==> config.mk <==
export PLATFORM = sky130hd
export DESIGN_NAME = vend_fsm_param
export DESIGN_NICKNAME = d
export VERILOG_FILES = /design/src/rtl/vend_pkg.sv /design/src/rtl/vend_coin_decode.sv /design/src/rtl/vend_fsm_param.sv
export SDC_FILE = /design/constraint.sdc
export NUM_CORES = 1
export LEC_CHECK = 0
export BUFFER_PORTS_ARGS = -buffer_cell sky130_fd_sc_hd__buf_4
export CAP_MARGIN = 0
export CORE_MARGIN = 4
export CORE_UTILIZATION = 59
export DETAILED_ROUTE_END_ITERATION = 7
export PLACE_DENSITY = 0.84
export REMOVE_ABC_BUFFERS = 1
export SYNTH_ARGS = -nofsm -noshare
export SYNTH_HDL_FRONTEND = slang
export SYNTH_SLANG_ARGS = --single-unit
==> constraint.sdc <==
create_clock -name clk -period 5.3 [get_ports clk]
set_clock_uncertainty 0.05 [all_clocks]
set_input_delay 0 -clock clk [delete_from_list [all_inputs] [get_ports clk]]
set_output_delay 0 -clock clk [all_outputs]
set_load 0.01 [all_outputs]
==> src/rtl/vend_pkg.sv <==
// Shared types and helpers for the parametrised vending controller.
// Holds the FSM state type and the coin-index to value mapping.
package vend_pkg;

  typedef enum logic [1:0] {
    StIdle,
    StCollect,
    StVend,
    StChange
  } state_t;

  localparam logic [1:0] COIN_IDX0 = 2'd0;
  localparam logic [1:0] COIN_IDX1 = 2'd1;
  localparam logic [1:0] COIN_IDX2 = 2'd2;
  localparam logic [1:0] COIN_IDX3 = 2'd3;

  function automatic int unsigned coin_value(input logic [1:0]  sel,
                                             input int unsigned v0,
                                             input int unsigned v1,
                                             input int unsigned v2,
                                             input int unsigned v3);
    int unsigned val;
    case (sel)
      COIN_IDX0: val = v0;
      COIN_IDX1: val = v1;
      COIN_IDX2: val = v2;
      default:   val = v3;
    endcase
    return val;
  endfunction

endpackage

==> src/rtl/vend_coin_decode.sv <==
// Combinational coin decoder: maps coin_sel to its value and adds it to the
// current credit one bit wider than the credit so overflow is visible.
module vend_coin_decode
  import vend_pkg::*;
#(
  parameter int unsigned CREDIT_W = 6,
  parameter int unsigned VAL0     = 1,
  parameter int unsigned VAL1     = 2,
  parameter int unsigned VAL2     = 5,
  parameter int unsigned VAL3     = 10
) (
  input  logic [1:0]          coin_sel,
  input  logic [CREDIT_W-1:0] credit,
  output logic [CREDIT_W-1:0] credit_sum,
  output logic                overflow
);

  if (VAL0 >= (1 << CREDIT_W) || VAL1 >= (1 << CREDIT_W) ||
      VAL2 >= (1 << CREDIT_W) || VAL3 >= (1 << CREDIT_W)) begin : g_val_check
    $error("vend_coin_decode: coin values must fit in CREDIT_W bits");
  end

  logic [CREDIT_W:0] val_w;
  logic [CREDIT_W:0] sum_w;

  always_comb begin
    val_w = (CREDIT_W + 1)'(coin_value(coin_sel, VAL0, VAL1, VAL2, VAL3));
    sum_w = {1'b0, credit} + val_w;
  end

  assign credit_sum = sum_w[CREDIT_W-1:0];
  assign overflow   = sum_w[CREDIT_W];

endmodule

==> src/rtl/vend_fsm_param.sv <==
// Vending controller: coin collection, one-cycle vend pulse, change handshake,
// stock tracking with saturating restock, and cancel/refund.
module vend_fsm_param
  import vend_pkg::*;
#(
  parameter int unsigned CREDIT_W   = 6,
  parameter int unsigned STOCK_W    = 4,
  parameter int unsigned VAL0       = 1,
  parameter int unsigned VAL1       = 2,
  parameter int unsigned VAL2       = 5,
  parameter int unsigned VAL3       = 10,
  parameter int unsigned PRICE      = 4,
  parameter int unsigned INIT_STOCK = 4
) (
  input  logic                clk,
  input  logic                rst,
  input  logic                coin_valid,
  input  logic [1:0]          coin_sel,
  input  logic                cancel,
  input  logic                restock,
  input  logic [STOCK_W-1:0]  restock_qty,
  input  logic                change_ready,
  output logic                vend,
  output logic                coin_reject,
  output logic                change_valid,
  output logic [CREDIT_W-1:0] change_amt,
  output logic [CREDIT_W-1:0] credit,
  output logic [STOCK_W-1:0]  stock,
  output logic                sold_out,
  output logic                busy
);

  if (PRICE < 1 || PRICE >= (1 << CREDIT_W)) begin : g_price_check
    $error("vend_fsm_param: PRICE must be in 1..2^CREDIT_W-1");
  end
  if (INIT_STOCK >= (1 << STOCK_W)) begin : g_stock_check
    $error("vend_fsm_param: INIT_STOCK must fit in STOCK_W bits");
  end

  localparam logic [CREDIT_W-1:0] PRICE_C      = CREDIT_W'(PRICE);
  localparam logic [STOCK_W-1:0]  INIT_STOCK_C = STOCK_W'(INIT_STOCK);

  state_t              state_q;
  logic [CREDIT_W-1:0] credit_q;
  logic [STOCK_W-1:0]  stock_q;
  logic                sold_out_q;
  logic                vend_q;
  logic                coin_reject_q;
  logic                change_valid_q;
  logic [CREDIT_W-1:0] change_amt_q;
  logic                busy_q;

  logic [CREDIT_W-1:0] credit_sum;
  logic                overflow;
  logic                accepting;
  logic                coin_ok;
  logic [CREDIT_W-1:0] remainder;
  logic [STOCK_W:0]    stock_sum;
  logic [STOCK_W-1:0]  stock_next;

  vend_coin_decode #(
    .CREDIT_W (CREDIT_W),
    .VAL0     (VAL0),
    .VAL1     (VAL1),
    .VAL2     (VAL2),
    .VAL3     (VAL3)
  ) u_coin_decode (
    .coin_sel   (coin_sel),
    .credit     (credit_q),
    .credit_sum (credit_sum),
    .overflow   (overflow)
  );

  assign accepting = (state_q == StIdle) || (state_q == StCollect);
  assign coin_ok   = coin_valid && accepting && (stock_q != '0) && !overflow && !cancel;
  assign remainder = credit_q - PRICE_C;

  // Restock and the vend decrement land on the same edge; saturate the net result.
  always_comb begin
    stock_sum = {1'b0, stock_q};
    if (restock) begin
      stock_sum = stock_sum + {1'b0, restock_qty};
    end
    if (state_q == StVend) begin
      stock_sum = stock_sum - (STOCK_W + 1)'(1);
    end
    stock_next = stock_sum[STOCK_W] ? '1 : stock_sum[STOCK_W-1:0];
  end

  always_ff @(posedge clk) begin
    if (rst) begin
      state_q        <= StIdle;
      credit_q       <= '0;
      stock_q        <= INIT_STOCK_C;
      sold_out_q     <= (INIT_STOCK_C == '0);
      vend_q         <= 1'b0;
      coin_reject_q  <= 1'b0;
      change_valid_q <= 1'b0;
      change_amt_q   <= '0;
      busy_q         <= 1'b0;
    end else begin
      vend_q        <= 1'b0;
      coin_reject_q <= coin_valid && !coin_ok;
      stock_q       <= stock_next;
      sold_out_q    <= (stock_next == '0);

      unique case (state_q)
        StIdle, StCollect: begin
          if (cancel && (state_q == StCollect)) begin
            state_q        <= StChange;
            change_valid_q <= 1'b1;
            change_amt_q   <= credit_q;
            busy_q         <= 1'b1;
          end else if (coin_ok) begin
            credit_q <= credit_sum;
            if (credit_sum >= PRICE_C) begin
              state_q <= StVend;
              vend_q  <= 1'b1;
              busy_q  <= 1'b1;
            end else begin
              state_q <= StCollect;
            end
          end
        end

        StVend: begin
          credit_q <= remainder;
          if (remainder != '0) begin
            state_q        <= StChange;
            change_valid_q <= 1'b1;
            change_amt_q   <= remainder;
            busy_q         <= 1'b1;
          end else begin
            state_q <= StIdle;
            busy_q  <= 1'b0;
          end
        end

        StChange: begin
          if (change_ready) begin
            state_q        <= StIdle;
            credit_q       <= '0;
            change_valid_q <= 1'b0;
            change_amt_q   <= '0;
            busy_q         <= 1'b0;
          end
        end

        default: begin
          state_q <= StIdle;
        end
      endcase
    end
  end

  assign vend         = vend_q;
  assign coin_reject  = coin_reject_q;
  assign change_valid = change_valid_q;
  assign change_amt   = change_amt_q;
  assign credit       = credit_q;
  assign stock        = stock_q;
  assign sold_out     = sold_out_q;
  assign busy         = busy_q;

endmodule

Word-level counts from Yosys, hierarchy flattened:

Cells that the tools add are included.

* flip-flop bits (word level): 23
* bits of input ports: 12
* output and inout port bits: 21
* word-level logic and storage cells: 76

* add/subtract/negate cells: 4
* $lt $le $gt $ge: 1
* equal/unequal tests: 12
* multiplexer cells: 27
* bitwise logic cells: 2
* reductions and logical operators: 21

Operators by type and width (number)
* one-hot mux 6 bit (3 select lines): 2
* two-way mux 6 bit: 5
* one-hot mux 4 bit (3 select lines): 1
* two-way mux 2 bit: 5
* two-way mux 5 bit: 2
* AND reduction 3 bit: 3
* two-way mux 1 bit: 8
* != test 2 bit (second input constant): 4
* adder 6 x 4 -> 7 bit: 1
* == test 2 bit (second input constant): 3
* >= comparator 6 x 3 -> 1 bit (second input constant): 1
* logical AND 1 bit: 6
* != test 3 bit (second input constant): 2
* one-hot mux 1 bit (3 select lines): 2
* one-hot mux 2 bit (3 select lines): 1
* nonzero test 6 bit: 1
* subtractor 6 x 3 -> 6 bit (second input constant): 1
* adder 4 x 4 -> 5 bit: 1
* subtractor 5 x 1 -> 5 bit (second input constant): 1
* == test 2 x 1 -> 1 bit (second input constant): 2
* zero test 2 bit: 2
* zero test 4 bit: 1
* two-way mux 4 bit: 1
* nonzero test 4 bit: 1
* other kinds (7): 10

Logic depth before layout (Yosys ltp):

Gate-level depths: netlist of run 1.

* word-level depth: 9
* mapped depth: 9
* gate-level depth less buffers: 9

Modules after synthesis:

A second synthesis of run 1 with hierarchy kept.

* cells, all modules: 182
* area, all modules: 1594.0 um2

Modules (own cells, without submodules)
* vend_fsm_param: times used 1, cells each 159, area each 1406.3 um2, sequential area each 460.4 um2
* vend_coin_decode: times used 1, cells each 23, area each 187.7 um2, sequential area each 0.0 um2

Worst setup path after synthesis of run 1:

OpenSTA, ideal clock, no wires.

* path kind: flip-flop to flip-flop
* start: register stock_q[0], in the netlist stock[0]
* end: register sold_out_q, in the netlist sold_out
* setup time: 60 ps
* data arrival time: 2138 ps
* required time: 5190 ps
* slack: 3052 ps
* cell stages (with the launch flop): 10
* buffers on the path: 0
* period minus slack after synthesis: 2248 ps
* cells stage by stage: dfxtp_1 -> ha_1 -> inv_1 -> fa_1 -> nand2_1 -> o21ai_0 -> ha_1 -> o2111ai_2 -> mux2i_2 -> and3_1

* cells in the longest elaborated chain, start to end: 6

RTL lines
* start, declared: RTL line vend_fsm_param.sv:45 `logic [STOCK_W-1:0] stock_q;`
* start signal, assigned: RTL line vend_fsm_param.sv:104 `stock_q <= stock_next;`
* adder 4 x 4 -> 5 bit: RTL line vend_fsm_param.sv:82 `stock_sum = stock_sum + {1'b0, restock_qty};`
* two-way mux 5 bit *: RTL line vend_fsm_param.sv:81 `if (restock) begin`
* subtractor 5 x 1 -> 5 bit: RTL line vend_fsm_param.sv:85 `stock_sum = stock_sum - (STOCK_W + 1)'(1);`
* two-way mux 5 bit *: RTL line vend_fsm_param.sv:84 `if (state_q == StVend) begin`
* two-way mux 4 bit *: RTL line vend_fsm_param.sv:87 `stock_next = stock_sum[STOCK_W] ? '1 : stock_sum[STOCK_W-1:0];`
* zero test 4 bit *: RTL line vend_fsm_param.sv:105 `sold_out_q <= (stock_next == '0);`
* end signal, assigned: RTL line vend_fsm_param.sv:95 `sold_out_q <= (INIT_STOCK_C == '0);`
* end signal, assigned: RTL line vend_fsm_param.sv:105
* end, declared: RTL line vend_fsm_param.sv:46 `logic sold_out_q;`

Mark *: on every way between the ends. The rest lies on a longest branch, timed or not.
A chain may end at the register's enable or synchronous reset.

Final worst setup path of run 1:

* start: register credit_q[0], in the netlist credit[0]
* end: register coin_reject_q, in the netlist coin_reject

* cells in the longest elaborated chain, start to end: 6

RTL lines
* start, declared: RTL line vend_fsm_param.sv:44 `logic [CREDIT_W-1:0] credit_q;`
* start signal, assigned: RTL line vend_fsm_param.sv:115 `credit_q <= credit_sum;`
* start signal, assigned: RTL line vend_fsm_param.sv:127 `credit_q <= remainder;`
* adder 6 x 4 -> 7 bit: RTL line vend_coin_decode.sv:28 `sum_w = {1'b0, credit} + val_w;`
* zero test 1 bit: RTL line vend_fsm_param.sv:75 `assign coin_ok = coin_valid && accepting && (stock_q != '0) && !overflow && !cancel;`
* logical AND 1 bit (2 in series): RTL line vend_fsm_param.sv:75
* zero test 1 bit: RTL line vend_fsm_param.sv:103 `coin_reject_q <= coin_valid && !coin_ok;`
* logical AND 1 bit: RTL line vend_fsm_param.sv:103
* end signal, assigned: RTL line vend_fsm_param.sv:103
* end, declared: RTL line vend_fsm_param.sv:48 `logic coin_reject_q;`

Every way passes these cells.

==> results of run 1 <==
[area by class of cell]
| type | count | area [µm²] |
|---|---|---|
| multi-input cells | 157 | 1140 |
| inverters | 15 | 56.3 |
| repair buffers | 36 | 280 |
| flip-flops and latches | 23 | 460 |
| well taps | 31 | 38.8 |
| clock buffers | 3 | 22.5 |
| clock inverters | 1 | 5.00 |
| fillers | 214 | 773 |
[flip-flops by register name, indices dropped and copies added, names as in the netlist]
register / flops
coin_reject: 1
change_valid: 1
change_amt: 6
busy: 1
state_q: 2
stock: 4
sold_out: 1
vend: 1
credit: 6
[cell usage in the layout, fill, tap and decap left out, types with 2 or more instances in the layout]
cell,instances
buf_4,32
dfxtp_1,23
a21oi_1,21
nor2_1,18
nand2_1,14
inv_1,13
ha_1,11
o21ai_1,7
o21ai_0,6
a211oi_1,6
nand3_1,5
xnor2_1,5
and3_1,4
dlygate4sd3_1,4
nand2b_1,3
nor3b_1,3
nor2b_1,3
xor2_1,3
a211oi_2,3
nand4_1,3
clkbuf_4,3
mux2i_1,2
inv_2,2
o21bai_1,2
o22ai_2,2
a221o_1,2
nor4_1,2
o21a_1,2
a31oi_1,2
o31ai_1,2
fa_1,2
[worst reg2reg max path, delay by kind of cell, from the launching register on]
kind / cells / cell delay, ns
AND/OR/NAND/NOR: 1 / 0.06
AO/OA/AOI/OAI: 2 / 0.67
flip-flops: 1 / 0.38
adder cells (fa/ha/maj): 2 / 0.71
buffers and inverters: 1 / 0.56
[final timing paths]
path,start,to,cells after the start
worst min register to register,change_amt[3],change_amt[3],2
worst max register to register,credit[0],coin_reject,6
worst min-delay path,change_ready,change_amt[3],3
worst max-delay path,credit[0],coin_reject,6
[layer usage]
layer / part of all wire / global-route usage / vias up
li1: - / - / 815
met1: 0.41 / 0.252 / 739
met2: 0.51 / 0.382 / 76
met3: 0.064 / 0.0288 / 9
met4: 0.015 / 0.0663 / 0
met5: 0 / 0 / -
[per-stage QoR]
step                std cells  power, mW
floorplan                 195      0.729
global placement          258      0.888
detailed placement        258      0.915
CTS                       266       1.00
global route              266       1.08
finish                    266       1.01
[cell families after synthesis]
family	count (synthesis)	share of synthesized area
AOI/OAI and AO/OA	70	0.294
and+or+nand+nor	62	0.190
buffers and inverters	25	0.0756
DFF	23	0.265
adders and majority gates	13	0.102
xor gates and xnor gates	8	0.0403
muxes	4	0.0324
[timing repair]
| item | 4_1_cts | 5_1_grt |
|---|---|---|
| hold buffers | 4 | 0 |
| setup buffers | 0 | 0 |
| endpoints found under the hold margin | 17 | 0 |
[where the power goes]
group          internal [mW]  switching, mW
clock network         0.0283         0.0553
logic                  0.270          0.357
registers              0.224         0.0726
total                  0.522          0.485
==> flow_metrics.env, run 1 <==
export IMPL_via_per_inst=6.16
export IMPL_synth_top_area_share=0.265
export IMPL_pin_count=33
export IMPL_grt_max_degree=21
export IMPL_final_area_um2=2010
export IMPL_path_max_fanout=8
export IMPL_leakage_nw=0.855
export IMPL_async_reset_ff_frac=0
export IMPL_insertion_delay_ns=0.32
export IMPL_hold_worst_slack_ns=0.0410
export IMPL_worst_setup_path_type="register to register"
export IMPL_max_stage_delay_ns=0.56
export IMPL_setup_viol=0
export IMPL_ant_nets=0
export IMPL_status="completed"
export IMPL_avgRoutedWirePerCell_um=16.0
export IMPL_critical_path_top_delay_family="adder cells"
export IMPL_diodes=0
export IMPL_gp_congestion=0.838
export IMPL_cts_path_max_buffers=2
export IMPL_synthToLayoutAreaGrowth_pct=15.6
export IMPL_cellPowerDensity_nw_per_um2=502
export IMPL_hold_viol=0
export IMPL_cts_tree="done"
export IMPL_fin_setup_tns_ns=0
export IMPL_synthCells=205
export IMPL_grt_pass1_vias=1557
export IMPL_cp_end_kind="register"
export IMPL_ctsResizeCount=0
export IMPL_netlist_area_um2=1740
export IMPL_hpwl_um=3230
export IMPL_fmax_mhz=396
export IMPL_pre_cts_ws_ns=2.84
export IMPL_drv_slew=0
export IMPL_crit_chain="ha_1 > fa_1 > a211oi_1 > o2111a_4 > nor3b_1 > dlygate4sd3_1"
export IMPL_dr_total_vias=1639
export IMPL_rows=19
export IMPL_ys_types=56
export IMPL_cts_sinks=23
export IMPL_yosysSeqAreaShare=0.265
export IMPL_initial_utilization=0.624
export IMPL_drive_above_1_share=0.230
export IMPL_min_period_ns=2.53
export IMPL_clk_pin_slew_worst_paths_ns=0.13
export IMPL_placed_cell_area_um2=1940
export IMPL_cp_slowest_cell="dlygate4sd3_1"
export IMPL_synth_most_common_cell="dfxtp_1"
export IMPL_min_path_type="input pin to register"
export IMPL_yosys_warnings=0
export IMPL_required_ns=5.46
export IMPL_cts_root_buf="clkbuf_4"
export IMPL_cp_arrival_ns=2.69
export IMPL_grt_total_usage=0.210
export IMPL_worstSetupStartpointType="register"
export IMPL_period_share=0.477
export IMPL_yosys_area_top_type="dfxtp_1"
export IMPL_rsz0062_at_grt="no"
export IMPL_ir_drop_v=0.000368
export IMPL_postLayoutSetupSlackWorst_ns=2.77
export IMPL_grt_overflow=0
export IMPL_nets=261
export IMPL_core_um2=2780
export IMPL_synth_edf_count=0
export IMPL_ys_top_cells_by_count="dfxtp_1, a21oi_1, nor2_1"
export IMPL_relSlewSlack=0.493
export IMPL_synthFlopType="dfxtp_1"
export IMPL_die_y_um=62.3
export IMPL_wl_um=4260
export IMPL_path_buf_inv=1
export IMPL_tightestPinTransition_ns=0.758
export IMPL_cts_buffers=3
export IMPL_cap_violations=0
export IMPL_antenna_found_initial=0
export IMPL_dieWidth_um=62.3
export IMPL_r2r_slack_ns=2.77
export IMPL_ys_seq_elements=23
export IMPL_grt_pass1_wl_um=6890
export IMPL_first_pass_iters=4
export IMPL_port_buffers=32
export IMPL_initialDrtViolationCount=94
export IMPL_dieArea_um2=3880
export IMPL_postLayoutCoreUtil=0.722
export IMPL_htree_levels=1
export IMPL_drc=0
export IMPL_synth_area_top_cells="dfxtp_1, ha_1, a21oi_1, nor2_1, nand2_1"
export IMPL_syn_avg_cell_area_um2=8.47
Power figures use the tool's default switching activity.
==> run 2, diff against run 1 <==
--- a/config.mk
+++ b/config.mk
@@ -8,9 +8,9 @@
 export BUFFER_PORTS_ARGS = -buffer_cell sky130_fd_sc_hd__buf_4
 export CAP_MARGIN = 0
 export CORE_MARGIN = 4
-export CORE_UTILIZATION = 59
+export CORE_UTILIZATION = 50
 export DETAILED_ROUTE_END_ITERATION = 7
-export PLACE_DENSITY = 0.84
+export PLACE_DENSITY = 0.76
 export REMOVE_ABC_BUFFERS = 1
 export SYNTH_ARGS = -nofsm -noshare
 export SYNTH_HDL_FRONTEND = slang
==> constraint.sdc (replaced) <==
create_clock -name clk -period 2.2 [get_ports clk]
set_clock_uncertainty 0.05 [all_clocks]
set_input_delay 0 -clock clk [delete_from_list [all_inputs] [get_ports clk]]
set_output_delay 0 -clock clk [all_outputs]
set_load 0.01 [all_outputs]
==> run 2 against run 1 <==
Effect of this change: clock power up 150%; flip-flop and latch count unchanged; worst hold slack better by 0.016 ns; wire length up 0.73%; power rose to 2.7 times the previous value; die area up 16%; count of clock-buffer cells in the layout unchanged; global-route usage down 1.0 points; critical path depth up 3; non-clock buffer count up 17; first-iteration DRC count up 3.2%; critical path type unchanged; highest routed layer unchanged.
==> flow_metrics.env, run 2 (synthesis results as in run 1) <==
export IMPL_cts_tree="done"
export IMPL_r2r_start="stock[0]"
export IMPL_drv_slew=0
export IMPL_dp_cells=285
export IMPL_fillers=288
export IMPL_antenna_found_initial=0
export IMPL_drive_above_1_share=0.325
export IMPL_hpwl_um=3180
export IMPL_avgRoutedWirePerCell_um=14.4
export IMPL_grt_pass1_vias=1546
export IMPL_crit_path_start="stock[0]"
export IMPL_pin_count=33
export IMPL_rsz0062_at_grt="yes"
export IMPL_cp_arrival_ns=2.35
export IMPL_clk_pin_slew_worst_paths_ns=0.14
export IMPL_tightestPinTransition_ns=0.477
export IMPL_first_pass_iters=4
export IMPL_gp_congestion=0.921
export IMPL_final_area_um2=2200
export IMPL_cap_violations=0
export IMPL_dieArea_um2=4480
export IMPL_postLayoutCoreUtil=0.660
export IMPL_dieWidth_um=66.9
export IMPL_worstSetupStartpointType="register"
export IMPL_cts_buffers=3
export IMPL_period_share=0.964
export IMPL_insertion_delay_ns=0.32
export IMPL_fin_setup_tns_ns=0
export IMPL_cellPowerDensity_nw_per_um2=1210
export IMPL_diodes=0
export IMPL_htree_levels=1
export IMPL_synthToLayoutAreaGrowth_pct=26.7
export IMPL_port_buffers=32
export IMPL_mostFrequentLayoutCells="buf_4, dfxtp_1, a21oi_1, nor2_1, nand2_1"
export IMPL_dr_total_vias=1662
export IMPL_min_path_type="input pin to register"
export IMPL_min_period_ns=2.12
export IMPL_p_total_mw=2.67
export IMPL_layout_commonest_cell="buf_4"
export IMPL_worst_setup_path_type="register to register"
export IMPL_initial_utilization=0.520
export IMPL_drc=0
export IMPL_status="completed"
export IMPL_rows=21
export IMPL_pre_cts_ws_ns=-0.0219
export IMPL_cts_sinks=23
export IMPL_fmax_mhz=471
export IMPL_placed_cell_area_um2=2050
export IMPL_grt_overflow=0
export IMPL_required_ns=2.42
export IMPL_cts_path_max_buffers=2
export IMPL_core_um2=3340
export IMPL_fin_cells=298
export IMPL_via_per_inst=5.58
export IMPL_cts_root_buf="clkbuf_4"
export IMPL_grt_pass1_wl_um=6920
export IMPL_cp_end_kind="register"
export IMPL_wl_um=4300
export IMPL_grt_total_usage=0.200
export IMPL_die_y_um=66.9
export IMPL_hold_viol=0
export IMPL_postLayoutSetupSlackWorst_ns=0.0786
export IMPL_leakage_nw=0.944
export IMPL_ant_nets=0
export IMPL_min_delay_start="change_ready"
export IMPL_path_max_fanout=5
export IMPL_hold_worst_slack_ns=0.0573
export IMPL_initialDrtViolationCount=97
export IMPL_nets=278
export IMPL_setup_viol=0
export IMPL_grt_max_degree=21
export IMPL_ir_drop_v=0.000916
export IMPL_relSlewSlack=0.682
[run 2: cell types whose count changed in the layout (fill, tap and decap cells not counted), moves of 2 or more]
cell   before  now
ha_1       11    9
fa_1        2    0
fa_2        0    2
buf_4      32   50
[run 2: critical path, cell delays in order (launching register included)]
cell       delay [ns]
dfxtp_2          0.38
ha_4             0.13
inv_1            0.04
fa_2             0.51
nand2_1          0.06
o21ai_2          0.07
ha_2             0.22
o2111ai_2        0.11
mux2i_2          0.30
and3_1           0.19
[run 2: repair_timing]
| item | 4_1_cts | 5_1_grt |
|---|---|---|
| resized for setup | 4 | 9 |
| setup endpoints to repair | 5 | 11 |
| pin swaps | 2 | 9 |
| endpoints found under the hold margin | 17 | 0 |
| buffers inserted | 0 | 6 |
| hold buffers | 3 | 0 |
[run 2: area by class of cell]
class                           count  area [µm²]  area share
Timing Repair Buffer               53         405       0.184
Multi-Input combinational cell    157        1190       0.542
Clock buffer                        3        22.5      0.0102
Clock inverter                      1        5.00     0.00227
Sequential cell                    23         462       0.210
Tap cell                           46        57.6      0.0262
Inverter                           15        56.3      0.0256
[run 2: final timing paths]
kind | endpoint | slack (ns) | cells past startpoint
max | sold_out | 0.08 | 9
min | change_amt[3] | 0.06 | 3
max reg2reg | sold_out | 0.08 | 9
min reg2reg | change_amt[0] | 0.42 | 2
[run 2: routing by layer]
| metal | vias up | GRT usage | share of wire |
|---|---|---|---|
| met2 | 42 | 0.363 | 0.48 |
| met5 | - | 0 | 0 |
| met3 | 6 | 0.0371 | 0.042 |
| met1 | 767 | 0.242 | 0.46 |
| li1 | 847 | - | - |
| met4 | 0 | 0.0430 | 0.014 |
[run 2: power by group]
group	switching (mW)	leakage, nW	total, mW	internal (mW)
Clock	0.140	0.0177	0.208	0.0680
Combinational	0.943	0.737	1.77	0.830
Sequential	0.150	0.189	0.691	0.541
Total	1.23	0.944	2.67	1.44
==> run 3, diff against run 2 <==
--- a/config.mk
+++ b/config.mk
@@ -7,10 +7,12 @@
 export LEC_CHECK = 0
 export BUFFER_PORTS_ARGS = -buffer_cell sky130_fd_sc_hd__buf_4
 export CAP_MARGIN = 0
+export CELL_PAD_IN_SITES_DETAIL_PLACEMENT = 0
+export CELL_PAD_IN_SITES_GLOBAL_PLACEMENT = 1
 export CORE_MARGIN = 4
-export CORE_UTILIZATION = 50
+export CORE_UTILIZATION = 37
 export DETAILED_ROUTE_END_ITERATION = 7
-export PLACE_DENSITY = 0.76
+export PLACE_DENSITY = 0.79
 export REMOVE_ABC_BUFFERS = 1
 export SYNTH_ARGS = -nofsm -noshare
 export SYNTH_HDL_FRONTEND = slang
==> run 3 against run 2 <==
Effect of this change: critical path depth stayed put; sequential power is 4.5% lower; final cell count is 2.7% higher; via count is 0.90% lower; final area is 3.5% higher; sequential share of layout area is 0.71 points lower; power is 5.8% higher; combinational power is 7% higher; clock power is 29% higher; maximum frequency is 0.38% higher; worst hold slack worse by 0.046 ns; critical path type unchanged; critical endpoint unchanged; largest cell class unchanged.
==> flow_metrics.env, run 3 (synthesis results as in run 1) <==
export IMPL_tightestPinTransition_ns=0.465
export IMPL_ant_nets=0
export IMPL_initialDrtViolationCount=68
export IMPL_period_share=0.961
export IMPL_via_per_inst=5.38
export IMPL_cts_buffers=3
export IMPL_core_um2=4440
export IMPL_status="completed"
export IMPL_drv_slew=0
export IMPL_die_y_um=76.5
export IMPL_wl_um=4500
export IMPL_relSlewSlack=0.688
export IMPL_fmax_mhz=473
export IMPL_avgRoutedWirePerCell_um=14.7
export IMPL_port_buffers=32
export IMPL_timing_rr_end="sold_out"
export IMPL_rsz0062_at_grt="yes"
export IMPL_cp_arrival_ns=2.23
export IMPL_pre_cts_ws_ns=-0.0721
export IMPL_cts_root_buf="clkbuf_8"
export IMPL_dr_total_vias=1647
export IMPL_fin_setup_tns_ns=0
export IMPL_initial_utilization=0.391
export IMPL_drc=0
export IMPL_first_pass_iters=4
export IMPL_r2r_cells=9
export IMPL_cts_sinks=23
export IMPL_layout_commonest_cell="buf_4"
export IMPL_postLayoutSetupSlackWorst_ns=0.0865
export IMPL_grt_overflow=0
export IMPL_cp_end_kind="register"
export IMPL_cellPowerDensity_nw_per_um2=1240
export IMPL_cts_path_max_buffers=2
export IMPL_p_total_mw=2.83
export IMPL_rows=24
export IMPL_worst_setup_path_type="register to register"
export IMPL_clk_pin_slew_worst_paths_ns=0.09
export IMPL_r2r_start="stock[0]"
export IMPL_drive_above_1_share=0.331
export IMPL_grt_pass1_vias=1637
export IMPL_insertion_delay_ns=0.27
export IMPL_hold_path_depth=3
export IMPL_pin_count=33
export IMPL_synthToLayoutAreaGrowth_pct=31.2
export IMPL_cts_tree="done"
export IMPL_min_to="vend"
export IMPL_dieWidth_um=76.5
export IMPL_required_ns=2.31
export IMPL_worstSetupStartpointType="register"
export IMPL_min_period_ns=2.11
export IMPL_diodes=0
export IMPL_nets=280
export IMPL_grt_total_usage=0.154
export IMPL_dieArea_um2=5850
export IMPL_antenna_found_initial=0
export IMPL_grt_pass1_wl_um=7560
export IMPL_htree_levels=1
export IMPL_path_max_fanout=5
export IMPL_hpwl_um=3440
export IMPL_grt_max_degree=21
export IMPL_min_delay_start="cancel"
export IMPL_ir_drop_v=0.000689
export IMPL_hold_viol=0
export IMPL_min_path_type="input pin to register"
export IMPL_gp_congestion=0.779
export IMPL_leakage_nw=0.968
export IMPL_r2r_slack_ns=0.09
export IMPL_setup_viol=0
export IMPL_mostFrequentLayoutCells="buf_4, dfxtp_1, a21oi_1, nor2_1, nand2_1"
export IMPL_cap_violations=0
==> run 3: power breakdown <==
group	switching [mW]	total, mW	leakage, nW	internal (mW)
Combinational	1.02	1.90	0.753	0.879
Clock	0.142	0.269	0.0255	0.127
Sequential	0.119	0.660	0.189	0.541
Total	1.28	2.83	0.968	1.55
==> run 3: stage by stage <==
step	utilization	cells	hold WS [ns]	instance area (µm²)
global placement	0.475	298	0.256	2110
floorplan	-	195	0.0146	1660
CTS	0.494	305	0.0117	2190
detailed placement	0.475	298	0.252	2110
global route	0.513	306	0.0364	2280
finish	0.513	306	0.0115	2280
==> run 3: what timing repair did <==
action	in CTS	in global routing
gates resized for setup	4	12
buffers inserted	1	1
hold buffers	2	0
endpoints found under the hold margin	3	0
setup endpoints to repair	5	12
pin swaps	2	1
==> run 3: critical path, cell delays in order, from the launching register on <==
cell       delay (ns)
dfxtp_2          0.36
ha_4             0.13
inv_1            0.04
fa_2             0.51
nand2_1          0.06
o21ai_2          0.09
ha_4             0.19
o2111ai_4        0.14
mux2i_4          0.24
and3_1           0.19
==> run 3: cell type report <==
cell class                      count  area, µm²
Clock buffer                        3       41.3
Sequential cell                    23        462
Multi-Input combinational cell    157       1230
Tap cell                           52       65.1
Timing Repair Buffer               55        418
Fill cell                         442       2170
Inverter                           15       56.3
Clock inverter                      1       5.00
==> run 3: routing by layer <==
metal | vias up | track usage | share of wire
li1 | 848 | - | -
met1 | 771 | 0.195 | 0.46
met2 | 24 | 0.273 | 0.51
met3 | 4 | 0.0248 | 0.031
met4 | 0 | 0.0326 | 0.0073
met5 | - | 0 | 0
==> run 3: how the worst max path moves through the flow <==
| stage | from | to | slack (ns) |
|---|---|---|---|
| finish | stock[0] | sold_out | 0.09 |
| global placement | stock[0] | sold_out | 0.006 |
| detailed placement | stock[0] | sold_out | -0.07 |
| global route | credit[0] | credit[4] | -0.05 |
| CTS | stock[0] | sold_out | 0.003 |
| floorplan | stock[0] | sold_out | -0.05 |
